==> config.mk <==
export PLATFORM = sky130hd
export DESIGN_NAME = iz_param_loader
export DESIGN_NICKNAME = d
export VERILOG_FILES = /design/src/rtl/iz_pkg.sv /design/src/rtl/iz_byte_timeout.sv /design/src/rtl/iz_param_loader.sv
export SDC_FILE = /design/constraint.sdc
export NUM_CORES = 1
export LEC_CHECK = 0
export ABC_AREA = 1
export CAP_MARGIN = 20
export CORE_MARGIN = 10
export CORE_UTILIZATION = 57
export CTS_CLUSTER_SIZE = 12
export DETAILED_ROUTE_END_ITERATION = 6
export DONT_BUFFER_PORTS = 1
export PLACE_DENSITY = 0.75
export SLEW_MARGIN = 20
export SYNTH_ARGS = -nofsm -noshare
export SYNTH_HDL_FRONTEND = slang
export SYNTH_SLANG_ARGS = --single-unit
==> constraint.sdc <==
create_clock -name clk -period 5.22 [get_ports clk]
set_input_delay 1.044 -clock clk [delete_from_list [all_inputs] [get_ports clk]]
set_output_delay 1.044 -clock clk [all_outputs]
set_load 0.02 [all_outputs]
==> src/rtl/iz_pkg.sv <==
// Shared constants and types for the Izhikevich parameter loader and neuron core.
package iz_pkg;

  // Frame start marker
  localparam logic [7:0] SYNC_BYTE = 8'hA5;

  // Fixed-point scale shared with the neuron datapath (real value x64)
  localparam int SCALE = 64;

  // Power-on neuron parameters, already scaled by SCALE
  localparam logic [15:0] DEF_A = 16'h0001;  // 0.02 x64, rounded
  localparam logic [15:0] DEF_B = 16'h000D;  // 0.2  x64
  localparam logic [15:0] DEF_C = 16'hEFC0;  // -65  x64
  localparam logic [15:0] DEF_D = 16'h0200;  // 8    x64

  // Loader FSM states
  typedef enum logic [1:0] {
    IDLE    = 2'd0,
    PAYLOAD = 2'd1,
    CSUM    = 2'd2
  } state_t;

endpackage

==> src/rtl/iz_byte_timeout.sv <==
// Inter-byte idle counter: clears on activity, counts idle cycles, flags the
// cycle on which the idle count would reach TIMEOUT_CYC.
module iz_byte_timeout #(
  parameter int TIMEOUT_CYC = 255
) (
  input  logic clk,
  input  logic reset,
  input  logic clear,
  input  logic count,
  output logic expire
);

  localparam int TW = $clog2(TIMEOUT_CYC + 1);
  localparam logic [TW-1:0] LIMIT = TW'(TIMEOUT_CYC);
  localparam logic [TW-1:0] LAST  = TW'(TIMEOUT_CYC - 1);

  logic [TW-1:0] timer;

  // Saturating idle-cycle counter
  always_ff @(posedge clk or posedge reset) begin
    if (reset) begin
      timer <= '0;
    end else if (clear) begin
      timer <= '0;
    end else if (count && (timer != LIMIT)) begin
      timer <= timer + 1'b1;
    end
  end

  // Expiry is reported on the idle cycle whose edge brings the count to TIMEOUT_CYC
  assign expire = count && !clear && (timer == LAST);

endmodule

==> src/rtl/iz_param_loader.sv <==
// Byte-serial loader for Izhikevich neuron parameters: receives a SYNC-framed
// payload of a,b,c,d, checks an XOR checksum and commits all four atomically.
module iz_param_loader #(
  parameter logic [7:0]  SYNC_BYTE      = iz_pkg::SYNC_BYTE,
  parameter int          TIMEOUT_CYC    = 255,
  parameter logic [15:0] DEF_A          = iz_pkg::DEF_A,
  parameter logic [15:0] DEF_B          = iz_pkg::DEF_B,
  parameter logic [15:0] DEF_C          = iz_pkg::DEF_C,
  parameter logic [15:0] DEF_D          = iz_pkg::DEF_D,
  parameter logic        READY_AT_RESET = 1'b1
) (
  input  logic        clk,
  input  logic        reset,
  input  logic [7:0]  data_in,
  input  logic        data_valid,
  input  logic        abort,
  output logic [15:0] param_a,
  output logic [15:0] param_b,
  output logic [15:0] param_c,
  output logic [15:0] param_d,
  output logic        params_ready,
  output logic        busy,
  output logic        load_done,
  output logic        load_error
);

  import iz_pkg::*;

  state_t      state;
  logic [15:0] shadow [4];
  logic [7:0]  csum;
  logic [2:0]  byte_cnt;
  logic        valid_flag;
  logic        expire;
  logic        tmr_clear;
  logic        tmr_count;

  // Timer only runs inside a frame; any accepted byte or abort restarts it
  assign tmr_count = (state != IDLE);
  assign tmr_clear = data_valid || abort || (state == IDLE);

  iz_byte_timeout #(
    .TIMEOUT_CYC(TIMEOUT_CYC)
  ) u_timeout (
    .clk   (clk),
    .reset (reset),
    .clear (tmr_clear),
    .count (tmr_count),
    .expire(expire)
  );

  assign busy = (state != IDLE);

  // Frame FSM, shadow bank and atomic commit of active parameters
  always_ff @(posedge clk or posedge reset) begin
    if (reset) begin
      state        <= IDLE;
      byte_cnt     <= '0;
      csum         <= '0;
      for (int i = 0; i < 4; i++) shadow[i] <= '0;
      param_a      <= DEF_A;
      param_b      <= DEF_B;
      param_c      <= DEF_C;
      param_d      <= DEF_D;
      params_ready <= READY_AT_RESET;
      valid_flag   <= READY_AT_RESET;
      load_done    <= 1'b0;
      load_error   <= 1'b0;
    end else begin
      load_done  <= 1'b0;
      load_error <= 1'b0;
      if ((state != IDLE) && abort) begin
        // Abandon the frame quietly; active params were never touched
        state        <= IDLE;
        params_ready <= valid_flag;
      end else begin
        case (state)
          IDLE: begin
            if (data_valid && (data_in == SYNC_BYTE)) begin
              state        <= PAYLOAD;
              byte_cnt     <= '0;
              csum         <= '0;
              params_ready <= 1'b0;
            end
          end
          PAYLOAD: begin
            if (data_valid) begin
              // Even bytes are high halves, odd bytes low halves (big-endian)
              if (!byte_cnt[0]) shadow[byte_cnt[2:1]][15:8] <= data_in;
              else              shadow[byte_cnt[2:1]][7:0]  <= data_in;
              csum     <= csum ^ data_in;
              byte_cnt <= byte_cnt + 3'd1;
              if (byte_cnt == 3'd7) state <= CSUM;
            end else if (expire) begin
              state        <= IDLE;
              load_error   <= 1'b1;
              params_ready <= valid_flag;
            end
          end
          CSUM: begin
            if (data_valid) begin
              state <= IDLE;
              if (data_in == csum) begin
                param_a      <= shadow[0];
                param_b      <= shadow[1];
                param_c      <= shadow[2];
                param_d      <= shadow[3];
                params_ready <= 1'b1;
                valid_flag   <= 1'b1;
                load_done    <= 1'b1;
              end else begin
                load_error   <= 1'b1;
                params_ready <= valid_flag;
              end
            end else if (expire) begin
              state        <= IDLE;
              load_error   <= 1'b1;
              params_ready <= valid_flag;
            end
          end
          default: state <= IDLE;
        endcase
      end
    end
  end

endmodule
==> impl_metrics.py, run 1 <==
metrics = {
    "outcome": {
        "outcome": "completed",
    },
    "job": {
        "drv_cap": 0,
    },
    "cells_and_area": {
        "mostFrequentLayoutCells": "nand2_1 (269), dfrtp_1 (137), o21ai_0 (86)",
        "nets": 718,
        "multi_input_area_mm2": 0.002156,
        "final_common_cell": "nand2_1",
        "layout-drive-gt1-share": 0.1113,
        "nFillCells": 868,
        "syn_to_final_growth_pct": 10.47,
        "fin_util": 0.6477,
        "diodes": 0,
        "register_area_mm2": 0.003849,
        "final_cell_area_mm2": 0.007052,
    },
    "detailed_routing": {
        "via_per_inst": 5.376,
        "drt-initial-drc-count": 315,
        "wl_per_cell_um": 16.73,
        "wirelength_mm": 14.22,
        "drt_pass1_iterations": 5,
        "ant_nets": 0,
        "vias": 4570,
        "route.detailed.drc": 0,
    },
    "grt": {
        "track_usage": 0.1837,
        "antenna_found_initial": 0,
        "grt_pass1_wl_mm": 23.93,
        "grt_start_max_net_pins": 121,
        "overflow": 0,
        "grt_pass1_vias": 4542,
    },
    "power_and_ir_drop": {
        "power.leakage_nw": 3.470,
        "peakVddDrop_v": 0.0003692,
        "powerDensity_mw_per_mm2": 464.5,
        "finalPower_mw": 3.276,
    },
    "critical_path": {
        "critPathCaptureType": "primary output",
        "crit_type": "reg2out",
        "critical_path.max_fanout": 5,
        "r2r_setup_slack_ps": 2790,
        "r2r_start": "state[1]$_DFFE_PP0P_",
        "crit_start": "state[1]$_DFFE_PP0P_",
        "arrival_ps": 1590,
        "rr_endpoint": "csum[2]$_DFFE_PP0P_",
        "crit_end": "busy",
        "worstSetupStartpointType": "flip-flop",
        "cp_data_required_time_ps": 4180,
        "r2r_cells": 8,
    },
    "clock_tree": {
        "clock-sinks": 153,
        "ctsHoldBuffers": 0,
        "cts_tree": "done",
        "insertion_delay_ps": 530,
        "cts_buffer_depth": 2,
        "clockRootBuffer": "clkbuf_8",
        "cts_setup_buffers": 0,
        "htreeDepth": 4,
        "clk_pin_slew_worst_paths_ps": 60,
        "cts-resized-gates": 0,
        "cts_made_buffers": 17,
    },
    "timing": {
        "period_needed_ps": 2637,
        "fin_setup_tns_ps": 0,
        "slew_viol_final": 0,
        "finalSetupViolations": 0,
        "finalClockSkew_ps": 10.75,
        "rsz0062_at_grt": "no",
        "relSlewSlack": 0.4158,
        "worst_pin_slew_ps": 869.6,
        "hold_viol": 0,
        "setup_ws_ps": 2583,
        "max_freq_mhz": 379.2,
        "period_share": 0.5052,
    },
    "die": {
        "die_area_mm2": 0.01583,
        "coreArea_mm2": 0.01089,
        "io_pins": 80,
        "die_x_um": 125.8,
        "start_util": 0.5863,
        "die_h_um": 125.8,
        "rows": 38,
    },
    "placement": {
        "io_buffer_count": 0,
        "dpl-instance-area_mm2": 0.006444,
        "gp_congestion": 0.7925,
        "pre_cts_ws_ps": 2056,
        "dp.final_hpwl_mm": 9.350,
    },
    "synth": {
        "synth_cells": 699,
        "synth_area_per_cell_um2": 9.133,
        "yosys_warnings": 0,
        "synth_cell_types": 32,
        "syn_area_mm2": 0.006384,
        "synth.net_count": 720,
        "seq_area_frac_synth": 0.6029,
        "synth_seq_cells": 153,
    },
    "worst_hold_path": {
        "hold_path_class": "reg2reg",
    },
}
==> power breakdown <==
group / leakage, nW / internal, mW / total [mW] / switching (mW)
sequential: 1.96 / 1.37 / 1.49 / 0.120
combinational: 1.23 / 0.175 / 0.569 / 0.394
clock: 0.282 / 0.741 / 1.21 / 0.472
total: 3.47 / 2.29 / 3.28 / 0.985
==> cell usage after synthesis <==
library cell | n | share of area
buf_4 | 4 | 0.0047
o21ai_0 | 86 | 0.067
nand2_1 | 269 | 0.16
nand3_1 | 8 | 0.0063
nor4_4 | 4 | 0.013
nor2_8 | 1 | 0.0031
a21oi_2 | 1 | 0.0014
buf_2 | 7 | 0.0055
nand2_2 | 2 | 0.0020
o22ai_1 | 1 | 0.00098
nor3_1 | 4 | 0.0031
o21ai_1 | 23 | 0.018
o31ai_1 | 1 | 0.0012
a21oi_1 | 7 | 0.0055
inv_1 | 52 | 0.031
inv_2 | 12 | 0.0071
clkinv_1 | 1 | 0.00059
nand4_2 | 1 | 0.0020
nand2_4 | 1 | 0.0018
a31oi_1 | 2 | 0.0020
nor2_1 | 20 | 0.012
nor2_4 | 2 | 0.0035
dfstp_2 | 16 | 0.066
nand3_2 | 3 | 0.0047
ha_1 | 9 | 0.018
clkbuf_1 | 9 | 0.0053
dfrtp_1 | 137 | 0.54
a211oi_1 | 3 | 0.0035
o21a_1 | 1 | 0.0012
nand4_1 | 5 | 0.0049
nor2_2 | 3 | 0.0029
buf_6 | 4 | 0.0071
==> worst max-delay path, stage by stage (launching register included) <==
cell and delay [ps]:
dfrtp_1 440, inv_1 120, ha_1 300, inv_1 210
==> metal layers <==
| layer | up-vias | wire length (um) | GRT usage |
|---|---|---|---|
| met4 | 0 | 176 | 0.05626 |
| met5 | - | 0 | 0 |
| met3 | 17 | 1138 | 0.06376 |
| li1 | 2221 | - | - |
| met1 | 2196 | 5934 | 0.2267 |
| met2 | 136 | 6967 | 0.2980 |
==> worst min path at each step <==
stage,from,endpoint,slack (ps),depth (start not counted)
6_report,shadow[56]$_DFFE_PP0P_,param_a[8]$_DFFE_PP0P_,460,2
5_1_grt,shadow[56]$_DFFE_PP0P_,param_a[8]$_DFFE_PP0P_,490,2
4_1_cts,shadow[16]$_DFFE_PP0P_,param_c[0]$_DFFE_PP0P_,480,2
3_5_place_dp,shadow[16]$_DFFE_PP0P_,param_c[0]$_DFFE_PP0P_,460,2
3_3_place_gp,shadow[16]$_DFFE_PP0P_,param_c[0]$_DFFE_PP0P_,460,2
2_1_floorplan,shadow[58]$_DFFE_PP0P_,param_a[10]$_DFFE_PP0P_,440,2
==> area by class of cell <==
cell class	count	area share
sequential	153	0.5458
multi-input combinational	457	0.3057
clock buffer	21	0.06228
inverter	65	0.03566
tap	140	0.02484
clock inverter	11	0.02076
timing repair buffer	3	0.004968
==> registers in the layout, indices dropped and copies added, names as in the netlist, 2 cells and up <==
signal and count:
byte_cnt 3, csum 8, param_a 16, param_b 16, param_c 16, param_d 16
shadow 64, state 2, u_timeout.timer 8
==> through the flow <==
| stage | hold slack (ps) | instances |
|---|---|---|
| finish | 463.7 | 850 |
| global route | 488.0 | 850 |
| CTS | 475.3 | 849 |
| detailed placement | 457.7 | 817 |
| global placement | 458.1 | 817 |
| floorplan | 442.2 | 699 |
==> logic make-up after synthesis <==
group	Yosys count	share of synthesized area
simple gates	323	0.2176
flops	153	0.6029
compound gates	125	0.1011
buf+inv	89	0.06076
fa+ha+maj	9	0.01764
Note: power is estimated with default switching activity, not from simulation.
==> inputs of run 2 (changes only) <==
clock period = 2.41 ns   (was 5.22 ns; I/O delays follow)
==> impl_metrics.py, run 2 (synthesis gave the netlist of run 1 again) <==
metrics = {
    "clock_tree": {
        "cts_tree": "done",
        "insertion_delay_ps": 530,
        "clockRootBuffer": "clkbuf_8",
        "clk_pin_slew_worst_paths_ps": 60,
        "cts_made_buffers": 17,
        "htreeDepth": 4,
        "clock-sinks": 153,
        "cts_buffer_depth": 2,
        "cts_setup_buffers": 0,
    },
    "timing": {
        "relSlewSlack": 0.6129,
        "max_freq_mhz": 459.6,
        "fin_setup_tns_ps": 0,
        "worst_pin_slew_ps": 579.4,
        "hold_viol": 0,
        "slew_viol_final": 0,
        "finalSetupViolations": 0,
        "rsz0062_at_grt": "no",
        "period_needed_ps": 2176,
        "period_share": 0.9028,
        "finalClockSkew_ps": 6.839,
    },
    "worst_hold_path": {
        "hold_path_class": "in2reg",
    },
    "placement": {
        "gp_congestion": 0.8875,
        "io_buffer_count": 0,
        "dp.final_hpwl_mm": 9.376,
    },
    "detailed_routing": {
        "wl_per_cell_um": 16.21,
        "wirelength_mm": 13.92,
        "m1WireLength_mm": 5.701,
        "ant_nets": 0,
        "drt-initial-drc-count": 367,
        "drt_pass1_iterations": 5,
        "top_layer": "met4",
        "wl_met2_mm": 6.643,
        "vias": 4581,
        "route.detailed.drc": 0,
        "via_per_inst": 5.333,
        "wl_met3_mm": 1.283,
    },
    "cells_and_area": {
        "nets": 727,
        "layout-drive-gt1-share": 0.1182,
        "syn_to_final_growth_pct": 12.80,
        "mostFrequentLayoutCells": "nand2_1 (269), dfrtp_1 (137), o21ai_0 (86)",
        "nFillCells": 841,
        "top_register": "shadow",
        "final_common_cell": "nand2_1",
        "fin_util": 0.6613,
        "diodes": 0,
        "largest_reg_flops": 64,
    },
    "grt": {
        "antenna_found_initial": 0,
        "overflow": 0,
        "grt_pass1_vias": 4476,
        "grt_start_max_net_pins": 71,
        "grt_pass1_wl_mm": 22.79,
        "track_usage": 0.1779,
    },
    "critical_path": {
        "worstSetupStartpointType": "flip-flop",
        "arrival_ps": 2610,
        "cp_data_required_time_ps": 2850,
        "critPathCaptureType": "flip-flop",
        "crit_type": "reg2reg",
        "critical_path.max_fanout": 12,
    },
    "die": {
        "start_util": 0.5863,
        "rows": 38,
        "die_h_um": 125.8,
        "io_pins": 80,
        "die_x_um": 125.8,
        "coreArea_mm2": 0.01089,
        "die_area_mm2": 0.01583,
    },
    "power_and_ir_drop": {
        "finalPower_mw": 7.272,
        "power.leakage_nw": 3.535,
        "peakVddDrop_v": 0.0006808,
        "powerDensity_mw_per_mm2": 1010,
    },
    "outcome": {
        "outcome": "completed",
    },
    "job": {
        "drv_cap": 0,
    },
}
-- run 2: cell count changes in the layout (fill, tap and decap cells not counted), sizes merged --
cell and change:
buf +8, clkbuf +5, clkinv -5, inv -2, bufinv +1, clkinvlp +1, dlygate4sd3 +1
-- run 2: worst max-delay path, cell delays in order (launching register included) --
cell     delay (ps)
dfrtp_1         420
inv_1           120
ha_1            340
nor2_4          110
nor2_4          160
nand2_4         150
o21a_1          180
a21oi_4         250
buf_4           230
nand2_1          60
o21ai_0          80
-- run 2: power by group --
group	switching (mW)	internal (mW)
Clock	0.977	1.80
Sequential	0.252	2.98
Combinational	0.858	0.414
Total	2.09	5.19
-- run 2: routing by layer --
| layer | vias up | global-route usage |
|---|---|---|
| met3 | 30 | 0.06963 |
| met5 | - | 0 |
| met1 | 2165 | 0.2102 |
| li1 | 2237 | - |
| met2 | 149 | 0.2858 |
| met4 | 0 | 0.07234 |
-- run 2: stage by stage --
step	hold slack (ps)	cell area, um^2	std cells	worst slack [ps]
after floorplan	442.2	6387	699	10.13
after global placement	433.8	6560	826	332.7
after detailed placement	444.8	6560	826	209.3
after CTS	58.02	7193	859	190.7
after global routing	57.48	7201	859	55.28
final	78.83	7201	859	234.2
-- run 2: timing repair --
item                                   4_1_cts  5_1_grt
hold buffers                                 1        0
resized for setup                            0        1
setup endpoints to repair                    0        2
endpoints found under the hold margin       16        0
-- run 2: final timing paths --
kind	start	end	slack, ps	cells past startpoint
worst max-delay path	state[1]$_DFFE_PP0P_	csum[3]$_DFFE_PP0P_	230	10
worst min-delay path	data_in[7]	shadow[39]$_DFFE_PP0P_	80	2
worst max register to register	state[1]$_DFFE_PP0P_	csum[3]$_DFFE_PP0P_	230	10
worst min register to register	shadow[16]$_DFFE_PP0P_	param_c[0]$_DFFE_PP0P_	470	2
max in group asynchronous	reset	param_c[14]$_DFFE_PP1P_	1150	3
min in group asynchronous	reset	load_done$_DFF_PP0_	500	2
-- run 2: area by class of cell --
cell class | count | area (um^2) | area share
Timing Repair Buffer | 12 | 142.6 | 0.01981
Clock inverter | 6 | 135.1 | 0.01877
Clock buffer | 26 | 488.0 | 0.06777
Tap cell | 140 | 175.2 | 0.02433
Sequential cell | 153 | 3849 | 0.5345
Multi-Input combinational cell | 457 | 2163 | 0.3004
Inverter | 65 | 247.7 | 0.03440
==> inputs of run 3 (changes only) <==
CTS_CLUSTER_DIAMETER = 200   (was unset)
PLACE_DENSITY = 0.78   (was 0.75)
==> impl_metrics.py, run 3 (synthesis gave the netlist of run 1 again) <==
metrics = {
    "critical_path": {
        "critPathCaptureType": "primary output",
        "cp_slowest_cell": "dfrtp_1",
        "r2r_start": "state[0]$_DFFE_PP0P_",
        "crit_type": "reg2out",
        "cp_data_required_time_ps": 1930,
        "rr_endpoint": "shadow[15]$_DFFE_PP0P_",
        "critPathMaxStageDelay_ps": 430,
        "cp_top_family": "flip-flops",
        "worstSetupStartpointType": "flip-flop",
        "cpMostUsedCell": "inv_1",
        "critical_path.max_fanout": 5,
        "r2r_cells": 9,
        "crit_chain": "inv_1, ha_1, inv_1",
        "arrival_ps": 1660,
        "r2r_setup_slack_ps": 270,
        "crit_cells": 3,
        "cp_num_buf_inv": 2,
        "crit_start": "state[0]$_DFFE_PP0P_",
    },
    "detailed_routing": {
        "ant_nets": 0,
        "via_per_inst": 5.467,
        "drt_pass1_iterations": 5,
        "wirelength_mm": 14.40,
        "route.detailed.drc": 0,
        "drt-initial-drc-count": 481,
        "wl_per_cell_um": 16.76,
        "vias": 4696,
    },
    "placement": {
        "io_buffer_count": 0,
        "gp_congestion": 0.9008,
        "dp_cells": 826,
        "pre_cts_ws_ps": 337.4,
        "dpl-instance-area_mm2": 0.006560,
        "dp.final_hpwl_mm": 9.545,
    },
    "job": {
        "drv_cap": 0,
    },
    "cells_and_area": {
        "final_common_cell": "nand2_1",
        "multi_input_area_mm2": 0.002156,
        "top_register": "shadow",
        "nFillCells": 813,
        "largest_reg_flops": 64,
        "layout-drive-gt1-share": 0.1252,
        "mostFrequentLayoutCells": "nand2_1 (269), dfrtp_1 (137), o21ai_0 (86)",
        "syn_to_final_growth_pct": 12.11,
        "register_area_mm2": 0.003849,
        "final_cells": 859,
        "final_cell_area_mm2": 0.007157,
        "diodes": 0,
        "nets": 727,
    },
    "clock_tree": {
        "cts_buffer_depth": 2,
        "cts_tree": "done",
        "clock-sinks": 153,
        "clockRootBuffer": "clkbuf_8",
        "cts_made_buffers": 17,
        "htreeDepth": 4,
        "cts_setup_buffers": 0,
        "insertion_delay_ps": 530,
        "clk_pin_slew_worst_paths_ps": 60,
        "cts-resized-gates": 0,
        "ctsHoldBuffers": 1,
    },
    "die": {
        "die_x_um": 125.8,
        "start_util": 0.5863,
        "die_h_um": 125.8,
        "io_pins": 80,
        "coreArea_mm2": 0.01089,
        "rows": 38,
        "die_area_mm2": 0.01583,
    },
    "grt": {
        "track_usage": 0.1797,
        "grt_pass1_wl_mm": 23.43,
        "grt_pass1_vias": 4564,
        "grt_start_max_net_pins": 80,
        "overflow": 0,
        "antenna_found_initial": 0,
    },
    "timing": {
        "finalSetupViolations": 0,
        "period_share": 0.8883,
        "hold_viol": 0,
        "finalClockSkew_ps": 6.964,
        "setup_ws_ps": 269.2,
        "worst_pin_slew_ps": 535.5,
        "rsz0062_at_grt": "no",
        "slew_viol_final": 0,
        "period_needed_ps": 2141,
        "relSlewSlack": 0.6422,
        "fin_setup_tns_ps": 0,
        "max_freq_mhz": 467.1,
    },
    "power_and_ir_drop": {
        "powerDensity_mw_per_mm2": 993.8,
        "peakVddDrop_v": 0.0005734,
        "power.leakage_nw": 3.519,
    },
    "outcome": {
        "outcome": "completed",
    },
    "worst_hold_path": {
        "worstHoldPathCells": 2,
        "hold_start": "data_in[3]",
        "min_to": "shadow[51]$_DFFE_PP0P_",
        "hold_path_class": "in2reg",
    },
}
-- run 3: cell count changes in the layout (fill, tap and decap cells not counted), sizes merged --
cell	previous run	this run
clkbuf	26	19
clkinv	1	7
bufinv	4	2
inv	63	65
clkinvlp	3	4
-- run 3: area by class of cell --
| type | instances | area share |
|---|---|---|
| sequential | 153 | 0.5378 |
| multi-input combinational | 457 | 0.3012 |
| clock buffer | 19 | 0.06171 |
| inverter | 65 | 0.03462 |
| tap | 140 | 0.02448 |
| clock inverter | 13 | 0.02028 |
| timing repair buffer | 12 | 0.01993 |
-- run 3: worst max-delay path by stage --
stage | end
floorplan | byte_cnt[0]$_DFFE_PP0P_
global placement | shadow[9]$_DFFE_PP0P_
detailed placement | param_d[4]$_DFFE_PP0P_
CTS | busy
global route | shadow[62]$_DFFE_PP0P_
finish | busy
-- run 3: routing by layer --
metal / wire [um] / track usage / up-vias
li1: - / - / 2228
met1: 5767 / 0.2159 / 2275
met2: 7115 / 0.2901 / 170
met4: 203 / 0.05961 / 0
met3: 1315 / 0.07131 / 23
met5: 0 / 0 / -
-- run 3: metrics by stage --
step                hold WS (ps)  total power [mW]    util
floorplan                  442.2             4.200       -
global placement           407.7             4.414  0.6025
detailed placement         417.8             4.517  0.6025
CTS                        63.50             7.132  0.6573
global route               67.68             7.460  0.6573
finish                     76.26             7.112  0.6573
-- run 3: report_power, final --
part / internal (mW) / total [mW] / switching [mW] / leakage (nW)
clock: 1.54 / 2.60 / 1.06 / 0.281
combinational: 0.406 / 1.28 / 0.873 / 1.28
sequential: 2.98 / 3.23 / 0.258 / 1.96
-- run 3: worst reg2reg max path, delay by kind of cell (launching register included) --
family | cells | cell delay (ps)
AOI/OAI and AO/OA | 1 | 80
adders and majority gates | 1 | 340
buffers and inverters | 1 | 140
DFF | 1 | 430
and+or+nand+nor | 6 | 1030
